<file path="config.mk">
export PLATFORM = sky130hd
export DESIGN_NAME = obi_interconnect_slave_port_flat
export DESIGN_NICKNAME = d
export VERILOG_FILES = /design/src/rtl/obi_interconnect_slave_port_if.sv /design/src/rtl/obi_interconnect_slave_port.sv /design/src/flat_wrapper.sv
export SDC_FILE = /design/constraint.sdc
export NUM_CORES = 1
export LEC_CHECK = 0
export ABC_AREA = 0
export BUFFER_PORTS_ARGS = -buffer_cell sky130_fd_sc_hd__buf_4
export CAP_MARGIN = 20
export CORE_AREA = 5 5 163 165
export DETAILED_ROUTE_END_ITERATION = 7
export DIE_AREA = 0 0 168 170
export MAX_ROUTING_LAYER = met4
export PLACE_DENSITY = 0.38
export SLEW_MARGIN = 30
export SYNTH_ARGS = -nofsm -noshare
export SYNTH_HDL_FRONTEND = slang
export SYNTH_SLANG_ARGS = --single-unit
</file>
<file path="constraint.sdc">
create_clock -name clk_i -period 1.82 [get_ports clk_i]
set_clock_uncertainty 0.1 [all_clocks]
set_input_delay 0.273 -clock clk_i [delete_from_list [all_inputs] [get_ports clk_i]]
set_output_delay 0.273 -clock clk_i [all_outputs]
set_load 0.1 [all_outputs]
</file>
<file path="src/rtl/obi_interconnect_slave_port_if.sv">
// Bus bundle between the master-select/master side and one slave port stage.
// The slave modport is the port stage itself; the master modport is its environment.
interface obi_interconnect_slave_port_if #(
  parameter int MASTERS     = 3,
  parameter int MASTER_BITS = (MASTERS == 1) ? 1 : $clog2(MASTERS)
);
  logic [MASTER_BITS-1:0]        master_sel_int_i;
  logic [MASTERS-1:0]            master_sel_vec_i;
  logic                          granted_master_i;
  logic [MASTERS-1:0][31:0]      master_addr_i;
  logic [MASTERS-1:0]            master_we_i;
  logic [MASTERS-1:0][3:0]       master_be_i;
  logic [MASTERS-1:0][31:0]      master_wdata_i;
  logic [MASTERS-1:0]            master_gnt_o;
  logic [MASTERS-1:0]            master_rvalid_o;
  logic [MASTERS-1:0][31:0]      master_rdata_o;
  logic                          slave_req_o;
  logic                          slave_gnt_i;
  logic [31:0]                   slave_addr_o;
  logic                          slave_we_o;
  logic [3:0]                    slave_be_o;
  logic [31:0]                   slave_wdata_o;
  logic                          slave_rvalid_i;
  logic [31:0]                   slave_rdata_i;
  logic                          rsp_err_o;

  modport slave (
    input  master_sel_int_i, master_sel_vec_i, granted_master_i,
    input  master_addr_i, master_we_i, master_be_i, master_wdata_i,
    output master_gnt_o, master_rvalid_o, master_rdata_o,
    output slave_req_o, slave_addr_o, slave_we_o, slave_be_o, slave_wdata_o,
    input  slave_gnt_i, slave_rvalid_i, slave_rdata_i,
    output rsp_err_o
  );

  modport master (
    output master_sel_int_i, master_sel_vec_i, granted_master_i,
    output master_addr_i, master_we_i, master_be_i, master_wdata_i,
    input  master_gnt_o, master_rvalid_o, master_rdata_o,
    input  slave_req_o, slave_addr_o, slave_we_o, slave_be_o, slave_wdata_o,
    output slave_gnt_i, slave_rvalid_i, slave_rdata_i,
    input  rsp_err_o
  );
endinterface

</file>
<file path="src/rtl/obi_interconnect_slave_port.sv">
// Per-slave OBI port: zero-latency address-phase mux and grant return, in-order ID FIFO
// routing responses back to the issuing master; request is withheld while the FIFO is full.
module obi_interconnect_slave_port #(
  parameter int MASTERS     = 3,
  parameter int MASTER_BITS = (MASTERS == 1) ? 1 : $clog2(MASTERS),
  parameter int OUTSTANDING = 2
) (
  input logic                          clk_i,
  input logic                          rst_i,
  obi_interconnect_slave_port_if.slave bus
);
  localparam int PTR_W = (OUTSTANDING == 1) ? 1 : $clog2(OUTSTANDING);
  localparam int CNT_W = $clog2(OUTSTANDING + 1);

  logic [MASTER_BITS-1:0] id_fifo_q [OUTSTANDING];
  logic [PTR_W-1:0]       wr_ptr_q, wr_ptr_d;
  logic [PTR_W-1:0]       rd_ptr_q, rd_ptr_d;
  logic [CNT_W-1:0]       count_q, count_d;
  logic                   rsp_err_q, rsp_err_d;

  logic                   full;
  logic                   slave_req;
  logic                   accept;
  logic                   rsp_ok;
  logic [MASTER_BITS-1:0] rsp_id;

  assign full      = (count_q == CNT_W'(OUTSTANDING));
  assign slave_req = bus.granted_master_i & ~full & ~rst_i;
  assign accept    = slave_req & bus.slave_gnt_i;
  assign rsp_ok    = bus.slave_rvalid_i & (count_q != '0) & ~rst_i;
  assign rsp_id    = id_fifo_q[rd_ptr_q];

  assign bus.slave_req_o   = slave_req;
  assign bus.slave_addr_o  = bus.master_addr_i[bus.master_sel_int_i];
  assign bus.slave_we_o    = bus.master_we_i[bus.master_sel_int_i];
  assign bus.slave_be_o    = bus.master_be_i[bus.master_sel_int_i];
  assign bus.slave_wdata_o = bus.master_wdata_i[bus.master_sel_int_i];
  assign bus.master_gnt_o  = bus.master_sel_vec_i & {MASTERS{accept}};
  assign bus.rsp_err_o     = rsp_err_q;

  always_comb begin
    bus.master_rvalid_o = '0;
    bus.master_rdata_o  = '0;
    for (int m = 0; m < MASTERS; m++) begin
      if (rsp_ok && (rsp_id == MASTER_BITS'(m))) begin
        bus.master_rvalid_o[m] = 1'b1;
        bus.master_rdata_o[m]  = bus.slave_rdata_i;
      end
    end
  end

  always_comb begin
    wr_ptr_d  = wr_ptr_q;
    rd_ptr_d  = rd_ptr_q;
    count_d   = count_q;
    rsp_err_d = rsp_err_q;
    if (accept) begin
      wr_ptr_d = (wr_ptr_q == PTR_W'(OUTSTANDING - 1)) ? '0 : wr_ptr_q + 1'b1;
    end
    if (rsp_ok) begin
      rd_ptr_d = (rd_ptr_q == PTR_W'(OUTSTANDING - 1)) ? '0 : rd_ptr_q + 1'b1;
    end
    if (accept && !rsp_ok) begin
      count_d = count_q + 1'b1;
    end else if (!accept && rsp_ok) begin
      count_d = count_q - 1'b1;
    end
    // A response with nothing outstanding cannot belong to any master.
    if (bus.slave_rvalid_i && (count_q == '0)) begin
      rsp_err_d = 1'b1;
    end
  end

  always_ff @(posedge clk_i) begin
    if (rst_i) begin
      wr_ptr_q  <= '0;
      rd_ptr_q  <= '0;
      count_q   <= '0;
      rsp_err_q <= 1'b0;
    end else begin
      wr_ptr_q  <= wr_ptr_d;
      rd_ptr_q  <= rd_ptr_d;
      count_q   <= count_d;
      rsp_err_q <= rsp_err_d;
    end
  end

  always_ff @(posedge clk_i) begin
    if (accept) begin
      id_fifo_q[wr_ptr_q] <= bus.master_sel_int_i;
    end
  end
endmodule

</file>
<file path="src/flat_wrapper.sv">
// flat-port wrapper written by rule: the top's interface ports become plain ports
module obi_interconnect_slave_port_flat 
#(
  parameter int MASTERS     = 3,
  parameter int MASTER_BITS = (MASTERS == 1) ? 1 : $clog2(MASTERS),
  parameter int OUTSTANDING = 2
)
  (clk_i, rst_i, bus_master_sel_int_i, bus_master_sel_vec_i, bus_granted_master_i, bus_master_addr_i, bus_master_we_i, bus_master_be_i, bus_master_wdata_i, bus_master_gnt_o, bus_master_rvalid_o, bus_master_rdata_o, bus_slave_req_o, bus_slave_addr_o, bus_slave_we_o, bus_slave_be_o, bus_slave_wdata_o, bus_slave_gnt_i, bus_slave_rvalid_i, bus_slave_rdata_i, bus_rsp_err_o);
  obi_interconnect_slave_port_if #(.MASTERS(MASTERS), .MASTER_BITS(MASTER_BITS)) bus_i ();
  input logic clk_i;
  input logic rst_i;
  input wire logic [$bits(bus_i.master_sel_int_i)-1:0] bus_master_sel_int_i;
  input wire logic [$bits(bus_i.master_sel_vec_i)-1:0] bus_master_sel_vec_i;
  input wire logic [$bits(bus_i.granted_master_i)-1:0] bus_granted_master_i;
  input wire logic [$bits(bus_i.master_addr_i)-1:0] bus_master_addr_i;
  input wire logic [$bits(bus_i.master_we_i)-1:0] bus_master_we_i;
  input wire logic [$bits(bus_i.master_be_i)-1:0] bus_master_be_i;
  input wire logic [$bits(bus_i.master_wdata_i)-1:0] bus_master_wdata_i;
  output wire logic [$bits(bus_i.master_gnt_o)-1:0] bus_master_gnt_o;
  output wire logic [$bits(bus_i.master_rvalid_o)-1:0] bus_master_rvalid_o;
  output wire logic [$bits(bus_i.master_rdata_o)-1:0] bus_master_rdata_o;
  output wire logic [$bits(bus_i.slave_req_o)-1:0] bus_slave_req_o;
  output wire logic [$bits(bus_i.slave_addr_o)-1:0] bus_slave_addr_o;
  output wire logic [$bits(bus_i.slave_we_o)-1:0] bus_slave_we_o;
  output wire logic [$bits(bus_i.slave_be_o)-1:0] bus_slave_be_o;
  output wire logic [$bits(bus_i.slave_wdata_o)-1:0] bus_slave_wdata_o;
  input wire logic [$bits(bus_i.slave_gnt_i)-1:0] bus_slave_gnt_i;
  input wire logic [$bits(bus_i.slave_rvalid_i)-1:0] bus_slave_rvalid_i;
  input wire logic [$bits(bus_i.slave_rdata_i)-1:0] bus_slave_rdata_i;
  output wire logic [$bits(bus_i.rsp_err_o)-1:0] bus_rsp_err_o;
  assign bus_i.master_sel_int_i = bus_master_sel_int_i;
  assign bus_i.master_sel_vec_i = bus_master_sel_vec_i;
  assign bus_i.granted_master_i = bus_granted_master_i;
  assign bus_i.master_addr_i = bus_master_addr_i;
  assign bus_i.master_we_i = bus_master_we_i;
  assign bus_i.master_be_i = bus_master_be_i;
  assign bus_i.master_wdata_i = bus_master_wdata_i;
  assign bus_master_gnt_o = bus_i.master_gnt_o;
  assign bus_master_rvalid_o = bus_i.master_rvalid_o;
  assign bus_master_rdata_o = bus_i.master_rdata_o;
  assign bus_slave_req_o = bus_i.slave_req_o;
  assign bus_slave_addr_o = bus_i.slave_addr_o;
  assign bus_slave_we_o = bus_i.slave_we_o;
  assign bus_slave_be_o = bus_i.slave_be_o;
  assign bus_slave_wdata_o = bus_i.slave_wdata_o;
  assign bus_i.slave_gnt_i = bus_slave_gnt_i;
  assign bus_i.slave_rvalid_i = bus_slave_rvalid_i;
  assign bus_i.slave_rdata_i = bus_slave_rdata_i;
  assign bus_rsp_err_o = bus_i.rsp_err_o;
  obi_interconnect_slave_port #(.MASTERS(MASTERS), .MASTER_BITS(MASTER_BITS), .OUTSTANDING(OUTSTANDING)) u_core (.clk_i(clk_i), .rst_i(rst_i), .bus(bus_i));
endmodule
</file>
==> flow_metrics.env <==
export IMPL_status="finished with violations"
export IMPL_violations="setup timing"
export IMPL_core_region_area_sq_um=24900
export IMPL_ff2ff_path_depth=7
export IMPL_die_area_sq_um=28600
export IMPL_yosysSeqAreaShare=0.0914
export IMPL_grt_usage=0.137
export IMPL_max_clock_freq_ghz=0.452
export IMPL_min_path_cells=3
export IMPL_grt_overflow=0
export IMPL_worstPathArrival_ps=1840
export IMPL_critical_path_class="flop to output port"
export IMPL_drtAntennaViolNets=0
export IMPL_finalSetupViolCount=99
export IMPL_htree_levels=1
export IMPL_clk_path_buf_depth=2
export IMPL_max_vdd_ir_drop_v=0.000253
export IMPL_io_buffers=421
export IMPL_dp_cells=1133
export IMPL_clkLatencyLatePin_ps=230
export IMPL_hold_viol=0
export IMPL_ys_ff_latch=10
export IMPL_hold_class="primary input to flop"
export IMPL_routed_wl_mm=23.0
export IMPL_dp_hpwl_mm=17.9
export IMPL_drive_gt1_frac=0.795
export IMPL_viasPerCell=4.11
export IMPL_crit_required_ps=1450
export IMPL_end_kind="output port"
export IMPL_firstDrtPassIters=6
export IMPL_synth_flop_cell="dfxtp_1"
export IMPL_cts_sinks=10
export IMPL_num_vias=4716
export IMPL_synth_area_leaders="mux2i_1 26%, and3_1 23%, o21ai_0 14%, nand2_1 10%, dfxtp_1 4.6%"
export IMPL_syn_nets=647
export IMPL_critical_path_peak_fanout=13
export IMPL_hold_start="bus_slave_rvalid_i"
export IMPL_grt_max_degree=52
export IMPL_antenna_found_initial=0
export IMPL_slew_violations=0
export IMPL_rsz0062_at_grt="yes"
export IMPL_r2r_start="u_core.count_q[0]"
export IMPL_synth_top_cell_area_share=0.263
export IMPL_nets=1069
export IMPL_power_density_nw_per_um2=411
export IMPL_yosys_area_top_type="mux2i_1"
export IMPL_synth_distinct_cells=28
export IMPL_yosysMostFrequentCell="and3_1"
export IMPL_gp_congestion=0.791
export IMPL_start_util=0.106
export IMPL_hold_end="u_core.bus.rsp_err_o"
export IMPL_r2r_slack_ps=100
export IMPL_cts_tree="yes"
export IMPL_cts_root_buf="clkbuf_16"
export IMPL_postSynthCellCount=397
export IMPL_ios=422
export IMPL_drtIter0Drc=169
export IMPL_post_route_util=0.365
export IMPL_grt_pass1_vias=5043
export IMPL_slew_headroom=0.609
export IMPL_power_leakage_nw=4.14
export IMPL_antenna_cells=0
export IMPL_grt_pass1_wl_mm=30.3
export IMPL_setup_slack_ps=-393
export IMPL_synthArstFlopShare=0
export IMPL_tightest_slew_ps=587
export IMPL_die_h_um=170
export IMPL_fillCellCount=2517
export IMPL_yosys_top_cells_count="96 x and3_1, 72 x nand2_1, 71 x o21ai_0"
export IMPL_drc_errors=0
export IMPL_critPathLaunchType="flop"
export IMPL_yosysWarnings=0
export IMPL_die_w_um=168
export IMPL_avgRoutedWirePerCell_um=20.0
export IMPL_r2r_end="u_core.count_q[1]"
export IMPL_fin_crit_sh=1.22
export IMPL_numCtsBuffers=3
export IMPL_maxCapViolations=0
export IMPL_synth_edff_count=4
export IMPL_clk_pin_slew_ps=40
export IMPL_syn_area_sq_um=2630
export IMPL_period_needed_ps=2210
export IMPL_syn_avg_cell_area_sq_um=6.62
export IMPL_area_growth_synth_to_final_pct=246
export IMPL_row_count=58
export IMPL_layout_cells_non_filler=1148
flip-flops by register name, summed over array words and instances, names as in the netlist, named ones only:
signal,cells
u_core.bus.rsp_err_o,1
u_core.rd_ptr_q,1
u_core.id_fifo_q,4
u_core.count_q,2
u_core.wr_ptr_q,1
worst max-delay path by stage:
stage,slack (ps),cells past startpoint,to,start
2_1_floorplan,-340,3,bus_slave_addr_o[0],bus_master_sel_int_i[0]
3_3_place_gp,-140,5,bus_master_rdata_o[4],u_core.id_fifo_q[0][0]
3_5_place_dp,-160,5,bus_master_rdata_o[70],u_core.id_fifo_q[0][0]
4_1_cts,-350,5,bus_master_rdata_o[65],u_core.id_fifo_q[0][0]
5_1_grt,-460,6,bus_master_rdata_o[21],u_core.id_fifo_q[0][0]
6_report,-390,6,bus_master_rdata_o[14],u_core.id_fifo_q[0][0]
worst max-delay path, cell delays in order (launching register included):
cell,delay (ps)
edfxtp_1,340
and2b_1,190
nor4b_4,290
buf_6,190
buf_6,180
and3_4,220
buf_12,170
cell type report:
cell class / count / area, sq um / share of cell area
clock buffer: 3 / 75.1 / 0.00826
clock inverter: 1 / 3.75 / 0.000413
inverter: 3 / 11.3 / 0.00124
multi-input combinational: 340 / 3310 / 0.364
sequential: 10 / 243 / 0.0267
tap: 330 / 413 / 0.0454
timing repair buffer: 461 / 5030 / 0.554
where the power goes:
group	switching (mW)	internal [mW]	total (mW)	leakage (nW)
combinational	1.99	1.08	3.07	4.02
clock	0.105	0.288	0.393	0.0385
sequential	0.0105	0.255	0.265	0.0865
total	2.11	1.62	3.73	4.14
what timing repair did:
action / CTS / global route
hold buffers: 0 / 0
setup buffers: 0 / 4
resized for setup: 219 / 114
endpoints found under the setup margin: 103 / 147
cloned: 1 / 6
pin swaps: 10 / 5
stage by stage:
step,cell area (sq um),hold slack [ps],setup WS [ps],power (mW),setup TNS (ps)
after global routing,9080,204,-457,3.87,-38980
after floorplan,3750,272,-343,2.20,-3960
after global placement,7450,355,-144,3.15,-9200
after CTS,8430,191,-349,3.64,-28990
after detailed placement,7450,362,-162,3.15,-10280
final,9080,186,-393,3.73,-32780
cells in the final DEF (no fill, tap or decap):
cell type    n
xor2_1       3
clkinv_1     1
mux2i_1     67
nand2b_4     1
o21ai_2     10
buf_6        8
nor2_4       1
dfxtp_1      4
o2bb2ai_4    1
and3_4      64
and2b_1      1
and3_2      32
and4b_2      1
mux2i_2      2
a311oi_1     1
ha_4         1
o21ai_4     61
buf_12     115
buf_4      331
clkbuf_16    8
o21a_1       1
and2_1       2
a21o_1       1
o21ai_0      1
buf_8        2
inv_1        3
nor2_2       1
nor4b_4      1
nand2_1     71
dfxtp_2      2
or3_1        1
nor2b_4      1
edfxtp_1     4
nor2_1       5
nand2_2      1
and2_4       6
a21oi_1      2
per-layer routing:
layer / up-vias / track usage / share of wire
li1: 2253 / - / -
met1: 2179 / 0.144 / 0.37
met2: 274 / 0.264 / 0.54
met3: 10 / 0.0337 / 0.081
met4: 0 / 0.0201 / 0.010
met5: - / - / 0
logic make-up after synthesis:
| group | Yosys count | synth area share |
|---|---|---|
| DFF | 10 | 0.0914 |
| AOI/OAI and AO/OA | 78 | 0.155 |
| adders and majority gates | 1 | 0.00476 |
| and+or+nand+nor | 189 | 0.383 |
| buffers and inverters | 47 | 0.0933 |
| muxes | 69 | 0.263 |
| xor gates and xnor gates | 3 | 0.0100 |
No activity file was read; power rests on OpenSTA's default activity.
